File: src/rtl/box_muller_pkg.sv
// Shared types and fixed-point constants for the Box-Muller noise sequencer.
package box_muller_pkg;

  typedef enum logic [2:0] {
    IDLE,
    DRAW,
    LOOK,
    MUL,
    OUT0,
    OUT1
  } bm_state_e;

  localparam logic [31:0] LFSR_MASK = 32'h80200003;

  localparam int unsigned R_FRAC    = 28;
  localparam int unsigned TRIG_FRAC = 30;
  localparam int unsigned OUT_FRAC  = 11;
  // Q6.58 product; output keeps 5 integer and 11 fraction bits below the sign.
  localparam int unsigned PROD_LSB  = R_FRAC + TRIG_FRAC - OUT_FRAC;
  localparam int unsigned PROD_MSB  = 62;

  function automatic logic [31:0] lfsr_step(input logic [31:0] s);
    return (s >> 1) ^ (s[0] ? LFSR_MASK : 32'h0000_0000);
  endfunction

endpackage

File: src/rtl/bm_lfsr32.sv
// Seedable 32-bit Galois LFSR (right shift); a zero seed is replaced by the default.
module bm_lfsr32
  import box_muller_pkg::*;
#(
  parameter logic [31:0] SEED_DEFAULT = 32'hACE12468
) (
  input  logic        clk,
  input  logic        rst,
  input  logic        i_load,
  input  logic [31:0] i_seed,
  input  logic        i_adv,
  output logic [31:0] o_state
);

  logic [31:0] r_state;

  always_ff @(posedge clk) begin
    if (rst) begin
      r_state <= SEED_DEFAULT;
    end else if (i_load) begin
      r_state <= (i_seed == 32'h0000_0000) ? SEED_DEFAULT : i_seed;
    end else if (i_adv) begin
      r_state <= lfsr_step(r_state);
    end
  end

  assign o_state = r_state;

endmodule

File: src/rtl/box_muller_seq.sv
// Box-Muller sequencer: draws (u1,u2), addresses the math LUTs and emits
// z0 = r*cos, z1 = r*sin through one shared multiplier on a valid/ready stream.
module box_muller_seq
  import box_muller_pkg::*;
#(
  parameter int unsigned LUT_AW       = 15,
  parameter int unsigned LUT_DW       = 32,
  parameter int unsigned OUT_W        = PROD_MSB - PROD_LSB + 1,
  parameter logic [31:0] SEED_DEFAULT = 32'hACE12468
) (
  input  logic              clk,
  input  logic              rst,
  input  logic              enable,
  input  logic              seed_load,
  input  logic [31:0]       seed_val,
  output logic [LUT_AW-1:0] lut_addr_r,
  output logic [LUT_AW-1:0] lut_addr_th,
  input  logic [LUT_DW-1:0] lut_r,
  input  logic [LUT_DW-1:0] lut_cos,
  input  logic [LUT_DW-1:0] lut_sin,
  output logic              out_valid,
  input  logic              out_ready,
  output logic [OUT_W-1:0]  out_data,
  output logic              out_last,
  output logic [15:0]       pair_cnt,
  output logic              busy
);

  localparam int unsigned PROD_W = 2 * LUT_DW;

  bm_state_e r_state;
  bm_state_e w_state_nxt;

  logic [31:0]       w_lfsr;
  logic [LUT_AW-1:0] w_u1;
  logic [LUT_AW-1:0] w_u2;
  logic              w_lfsr_adv;
  logic              w_addr_ld;
  logic              w_lut_ld;
  logic              w_z0_ld;
  logic              w_z1_ld;
  logic              w_cnt_inc;

  logic [LUT_AW-1:0] r_lut_addr_r;
  logic [LUT_AW-1:0] r_lut_addr_th;
  logic [LUT_DW-1:0] r_lut_r;
  logic [LUT_DW-1:0] r_lut_cos;
  logic [LUT_DW-1:0] r_lut_sin;
  logic              r_out_valid;
  logic [OUT_W-1:0]  r_out_data;
  logic              r_out_last;
  logic [15:0]       r_pair_cnt;
  logic              r_busy;

  logic [LUT_DW-1:0]        w_trig;
  logic signed [PROD_W-1:0] w_prod;
  logic [OUT_W-1:0]         w_z;

  bm_lfsr32 #(
    .SEED_DEFAULT(SEED_DEFAULT)
  ) u_lfsr (
    .clk    (clk),
    .rst    (rst),
    .i_load (seed_load),
    .i_seed (seed_val),
    .i_adv  (w_lfsr_adv),
    .o_state(w_lfsr)
  );

  assign w_u1 = LUT_AW'(w_lfsr);
  assign w_u2 = LUT_AW'(w_lfsr >> 16);

  // Shared multiplier: cos while in MUL, sin while in OUT0; r is unsigned.
  assign w_trig = (r_state == MUL) ? r_lut_cos : r_lut_sin;
  assign w_prod = $signed({{LUT_DW{1'b0}}, r_lut_r}) *
                  $signed({{LUT_DW{w_trig[LUT_DW-1]}}, w_trig});
  assign w_z    = OUT_W'(w_prod >>> PROD_LSB);

  always_ff @(posedge clk) begin
    if (rst) begin
      r_state <= IDLE;
    end else begin
      r_state <= w_state_nxt;
    end
  end

  always_comb begin
    w_state_nxt = r_state;
    w_lfsr_adv  = 1'b0;
    w_addr_ld   = 1'b0;
    w_lut_ld    = 1'b0;
    w_z0_ld     = 1'b0;
    w_z1_ld     = 1'b0;
    w_cnt_inc   = 1'b0;
    case (r_state)
      IDLE: begin
        if (enable) w_state_nxt = DRAW;
      end
      DRAW: begin
        w_lfsr_adv = 1'b1;
        if (w_u1 != '0) begin
          w_addr_ld   = 1'b1;
          w_state_nxt = LOOK;
        end
      end
      LOOK: begin
        w_lut_ld    = 1'b1;
        w_state_nxt = MUL;
      end
      MUL: begin
        w_z0_ld     = 1'b1;
        w_state_nxt = OUT0;
      end
      OUT0: begin
        if (out_ready) begin
          w_z1_ld     = 1'b1;
          w_state_nxt = OUT1;
        end
      end
      OUT1: begin
        if (out_ready) begin
          w_cnt_inc   = 1'b1;
          w_state_nxt = enable ? DRAW : IDLE;
        end
      end
      default: w_state_nxt = IDLE;
    endcase
    // Reseeding drops whatever pair is in flight.
    if (seed_load) begin
      w_lfsr_adv  = 1'b0;
      w_addr_ld   = 1'b0;
      w_lut_ld    = 1'b0;
      w_z0_ld     = 1'b0;
      w_z1_ld     = 1'b0;
      w_cnt_inc   = 1'b0;
      w_state_nxt = IDLE;
    end
  end

  always_ff @(posedge clk) begin
    if (rst) begin
      r_lut_addr_r  <= '0;
      r_lut_addr_th <= '0;
      r_lut_r       <= '0;
      r_lut_cos     <= '0;
      r_lut_sin     <= '0;
      r_out_valid   <= 1'b0;
      r_out_data    <= '0;
      r_out_last    <= 1'b0;
      r_pair_cnt    <= 16'd0;
      r_busy        <= 1'b0;
    end else begin
      if (w_addr_ld) begin
        r_lut_addr_r  <= w_u1;
        r_lut_addr_th <= w_u2;
      end
      if (w_lut_ld) begin
        r_lut_r   <= lut_r;
        r_lut_cos <= lut_cos;
        r_lut_sin <= lut_sin;
      end
      if (w_z0_ld || w_z1_ld) r_out_data <= w_z;
      if (w_cnt_inc) r_pair_cnt <= r_pair_cnt + 16'd1;
      r_out_valid <= (w_state_nxt == OUT0) || (w_state_nxt == OUT1);
      r_out_last  <= (w_state_nxt == OUT1);
      r_busy      <= (w_state_nxt != IDLE);
    end
  end

  assign lut_addr_r  = r_lut_addr_r;
  assign lut_addr_th = r_lut_addr_th;
  assign out_valid   = r_out_valid;
  assign out_data    = r_out_data;
  assign out_last    = r_out_last;
  assign pair_cnt    = r_pair_cnt;
  assign busy        = r_busy;

endmodule

File: config.mk
export PLATFORM = sky130hd
export DESIGN_NAME = box_muller_seq
export DESIGN_NICKNAME = d
export VERILOG_FILES = /design/src/rtl/box_muller_pkg.sv /design/src/rtl/bm_lfsr32.sv /design/src/rtl/box_muller_seq.sv
export SDC_FILE = /design/constraint.sdc
export NUM_CORES = 2
export LEC_CHECK = 0
export ABC_CLOCK_PERIOD_IN_PS = 9000
export BUFFER_PORTS_ARGS = -buffer_cell sky130_fd_sc_hd__buf_2
export CAP_MARGIN = 20
export CORE_AREA = 2 2 372 374
export DETAILED_ROUTE_END_ITERATION = 16
export DIE_AREA = 0 0 374 376
export PLACE_DENSITY = 0.43
export SYNTH_ARGS = -nofsm -noshare
export SYNTH_HDL_FRONTEND = slang
export SYNTH_HIERARCHICAL = 1
export SYNTH_SLANG_ARGS = --single-unit
File: constraint.sdc
create_clock -name clk -period 9 [get_ports clk]
set_input_delay 1.8 -clock clk [delete_from_list [all_inputs] [get_ports clk]]
set_output_delay 1.8 -clock clk [all_outputs]
set_load 0.02 [all_outputs]
# Word-level counts from Yosys, hierarchy flattened
# Index checks and enable logic that the tools add are counted.
[totals]
reg_bits = 196
in_bits = 133
out_inout_bits = 65
wordCells = 55
[classes]
add_sub_neg = 1
mul = 1
eq_ne = 7
n_mux = 26
bitwise_logic = 1
reduce_logical = 7
[ops]
columns = ["op", "n"]
rows = [
  ["$mux 32", 5],
  ["$mul 33x32->63", 1],
  ["$logic_not 32->1", 1],
  ["$xor 31x32->32", 1],
  ["$pmux 3 s6", 1],
  ["$add 16x1->16 const B", 1],
  ["$mux 1", 15],
  ["$mux 3", 5],
  ["$reduce_bool 15->1", 1],
  ["$eq 3x3->1 const B", 4],
  ["$eq 3x2->1 const B", 2],
  ["$eq 3x1->1 const B", 1],
  ["$logic_not 3->1", 1],
  ["$reduce_bool 3->1", 1],
  ["$logic_or 1x1->1", 2],
  ["$reduce_bool 2->1", 1],
]

# Depth between registers and ports, before layout
[depth]
ltp_word = 6
depth_mapped = 30
depth_no_buf = 27

# Modules after synthesis
# The synthesis kept the hierarchy.
[modules_own_cells]
columns = ["mod", "n_inst", "cells_each", "area_each_um2", "seq_area_each_um2"]
rows = [
  ["box_muller_seq", 1, 4301, 39103.8, 3283.1],
  ["bm_lfsr32", 1, 192, 1621.6, 640.6],
]

# Worst setup path before layout
# No wires, ideal clock.
[synth_path]
path_type = "reg-to-reg"
startpoint = "register r_state[2]"
endpoint = "register r_out_data[12] (netlist: out_data[12])"
t_arrival_ps = 8059
t_required_ps = 8875
setup_slack_ps = 815
path_stages_with_launch = 29
n_path_buf = 3
synth_period_minus_slack_ps = 8185
cell_sequence = "dfxtp_1 > nand3b_1 > buf_6 > clkbuf_1 > mux2_2 > clkbuf_1 > and2_1 > fa_1 > fa_1 > inv_1 > fa_1 > fa_1 > inv_1 > fa_1 > inv_1 > fa_1 > inv_1 > fa_1 > fa_1 > ha_1 > a21oi_1 > o21ai_0 > a311oi_2 > or3b_4 > a2111oi_4 > o21bai_4 > a221oi_2 > xor2_1 > o21ai_1"
[synth_via]
elab_chain_cells = 4
word_cells_on_any_way = 9
classes_between = "mul (1); eq/ne (2); mux (5); reduce/logical (1)"
[synth_lines]
columns = ["element", "line_no", "text"]
rows = [
  ["start, declared", "box_muller_seq.sv:31", "bm_state_e r_state;"],
  ["start signal, assigned", "box_muller_seq.sv:83", "r_state <= w_state_nxt;"],
  ["parallel branches: the longest is 4 deep, another holds $mul 33x32->63", "--", ""],
  ["end signal, assigned", "box_muller_seq.sv:162", "if (w_z0_ld || w_z1_ld) r_out_data <= w_z;"],
  ["end, declared", "box_muller_seq.sv:50", "logic [OUT_W-1:0] r_out_data;"],
]
# Parallel ways; which one is timed is not known.
# A chain may end at the register's enable or synchronous reset.

# Worst setup path after layout
[layout_path]
startpoint = "register r_state[2]"
endpoint = "register r_out_data[10] (netlist: out_data[10])"
# The elaborated chain is that of the path after synthesis.

==> flow_summary.ini <==
[logic_synthesis]
synth_warnings = 6
ys_seq_area_share_pct = 9.63
synth_commonest_cells = fa_1 (896), inv_1 (892), nand2_1 (580), and2_1 (500), ha_1 (280)
synth_edf_count = 0
yosys.area.top_type = fa_1
synth.distinct_cells = 72
synthSimpleGateAreaFrac_pct = 18.8
synth-seq-cells = 196
synth_fp_nets = 5802
async_reset_ff_share_pct = 0
synth_xor_area_share_pct = 0.731
postSynthCellCount = 4493
synth_adder_area_share_pct = 52.6
synth.cell_area_um2 = 40700
synth_top_family_by_area = adder cells
synthMuxAreaShare_pct = 2.13
syn_area_per_cell_um2 = 9.06
yosys-top-cells-area = fa_1 (44%), dfxtp_1 (9.6%), ha_1 (8.6%)
netlist.area_leader.share_pct = 44.0
ys.flop_type = dfxtp_1
synthMostInstantiatedCell = fa_1
synth_compound_area_share_pct = 5.31

[finish]
instances_no_fill = 6371
drive_gt1_share_pct = 9.09
area_delta_synth_final_pct = 9.92
nNetsFinal = 5861

[sta]
rsz0062_at_grt = false
final.setup_skew_ps = 24.5
fmax_mhz = 115
post-route-period-util_pct = 96.3
setup_viol = 0
period_needed_ps = 8670
final_hold_viol_count = 0
slew_headroom_pct = 20.3
slew_viol_final = 0
tightest_slew_ps = 1200
tns_ps = 0

[min_path]
worstHoldPathType = reg -> reg

[global_route]
grt.overflow.total = 0
grt_max_degree = 81
grtUsageTotal_pct = 18.9
antenna_found_initial = 17
grt_pass1_vias = 32597
grt_pass1_wl_um = 202000

[pwr]
p_leak_uw = 0.0221
power.density_nw_per_um2 = 44.3
ir_worst_vdd_uv = 102
totalPowerFinal_uw = 1980

[floorplanning]
initial_core_util_pct = 29.8
io_pins = 198
die_area_um2 = 141000
die_w_um = 374
core_area_um2 = 137000
die_h_um = 376
num_rows = 136

[route]
wl_per_cell_um = 20.0
routed.top_layer = met5
drt-initial-drc-count = 1257
drt-vias-per-instance = 4.63
route.met3.wl_um = 4670
wl_met2_um = 63000
drt-total-wl_um = 128000
detail-route-antenna-nets = 0
drc = 0
vias = 29473
wl_met1_um = 56900
dr.pass1.iters = 5

[worst_setup_path]
cp.required_ps = 9470
crit_path_start_kind = flop
cp_max_fo = 35
worstSetupPathType = reg -> reg
cp_data_arrival_time_ps = 9140
critPathCaptureType = flop

[clock_network]
cts_inserted_buffers = 17
clockBufferDepth = 2
clkTransAtPathRegs_ps = 100
clk_latency_ps = 520
clkSinkCount = 196
cts_tree = built
cts_root_buf = clkbuf_16
htreeDepth = 4
cts_hold_buffers = 0

[place]
post-dp-hpwl_um = 104000
gp_congestion = 0.812
io_buffers = 197
place_inst = 6325

[outcome]
outcome = complete, no violations

[run]
drv_cap = 0
stage by stage:
stage	setup slack, ps	utilization (%)	area (um^2)	hold WS [ps]
6_report	329	32.8	44800	455
5_1_grt	1.82	32.8	44800	476
4_1_cts	126	32.7	44600	457
3_5_place_dp	-55.2	32.2	44000	444
3_3_place_gp	-92.3	32.1	43900	441
2_1_floorplan	815	-	40700	433
repair_timing:
action / in CTS / in global routing
setup endpoints to repair: 1 / 11
buffers inserted: 0 / 1
gates resized for setup: 1 / 23
pin swaps: 0 / 3
state kept, by name (all words and copies together), names as in the netlist:
register,cells
out_data,16
lut_addr_r,15
r_lut_r,32
lut_addr_th,15
busy,1
out_last,1
r_lut_cos,32
out_valid,1
u_lfsr/o_state,32
r_state,3
pair_cnt,16
r_lut_sin,32
worst paths after layout:
kind | start | to | slack [ps] | cells past startpoint
setup / recovery | r_state[2] | out_data[10] | 330 | 27
hold / removal | r_lut_cos[28] | r_lut_cos[28] | 460 | 2
setup reg to reg | r_state[2] | out_data[10] | 330 | 27
hold reg to reg | r_lut_cos[28] | r_lut_cos[28] | 460 | 2
final cells by class:
class | count | area, um^2
fillers | 14425 | 91900
multi-input cells | 3140 | 32600
flip-flops and latches | 196 | 3930
inverters | 892 | 3350
well taps | 1794 | 2240
repair buffers | 305 | 1940
clock buffers | 17 | 425
clock inverters | 15 | 241
diodes | 12 | 30.0
kinds of logic (layout without fill, tap and decap cells):
kind of cell	after synthesis	count (layout)
buffers and inverters	1157	1229
AOI/OAI and AO/OA	345	345
other	0	12
xor gates and xnor gates	34	34
adders and majority gates	1176	1176
and+or+nand+nor	1504	1504
DFF	196	196
muxes	81	81
power breakdown:
part / leakage [uW] / switching, uW / internal [uW]
Sequential: 0.00159 / 22.7 / 884
Combinational: 0.0202 / 120 / 70.9
Clock: 0.000318 / 468 / 416
cell usage in the layout (no fill, tap or decap), drive strengths merged, types with 3 or more instances in the layout:
master,n
a22oi,14
nor4,12
nand2,580
xor2,20
ha,280
nor4b,5
o21bai,6
a2111oi,3
nor3,13
and4,5
nor2b,157
a211oi,8
o211ai,6
a21o,28
a311oi,4
mux2i,55
a21oi,195
xnor2,14
a211o,4
o21ai,46
a31oi,4
nor2,131
and2,500
mux2,26
nand4,24
or3,5
and3,9
nor3b,14
or2,11
nand3,20
inv,897
fa,896
a41oi,3
dfxtp,196
clkbuf,17
buf,305
diode,12
nand2b,10
a311o,3
clkinv,9
worst max-delay path, stage by stage, from the launching register on:
cell and delay [ps]:
dfxtp_1 330, nand3b_1 150, buf_12 290, mux2_2 600
and2_1 270, fa_1 540, inv_1 60, fa_1 540
inv_1 50, fa_1 530, fa_1 450, fa_1 420
fa_1 440, fa_1 570, inv_1 70, fa_1 480
inv_1 50, ha_1 350, nand4_1 180, nor4_2 420
nand3_1 210, a2111oi_4 300, a2111oi_4 120, buf_4 200
o21bai_4 260, a21oi_1 160, or4_1 420, nand3_1 80
layer usage:
| layer | up-vias | track usage [%] |
|---|---|---|
| met5 | - | 0 |
| met4 | 2 | 5.02 |
| met3 | 136 | 2.55 |
| met2 | 517 | 32.7 |
| met1 | 15313 | 24.7 |
| li1 | 13505 | - |
(Power assumes the default switching activity.)
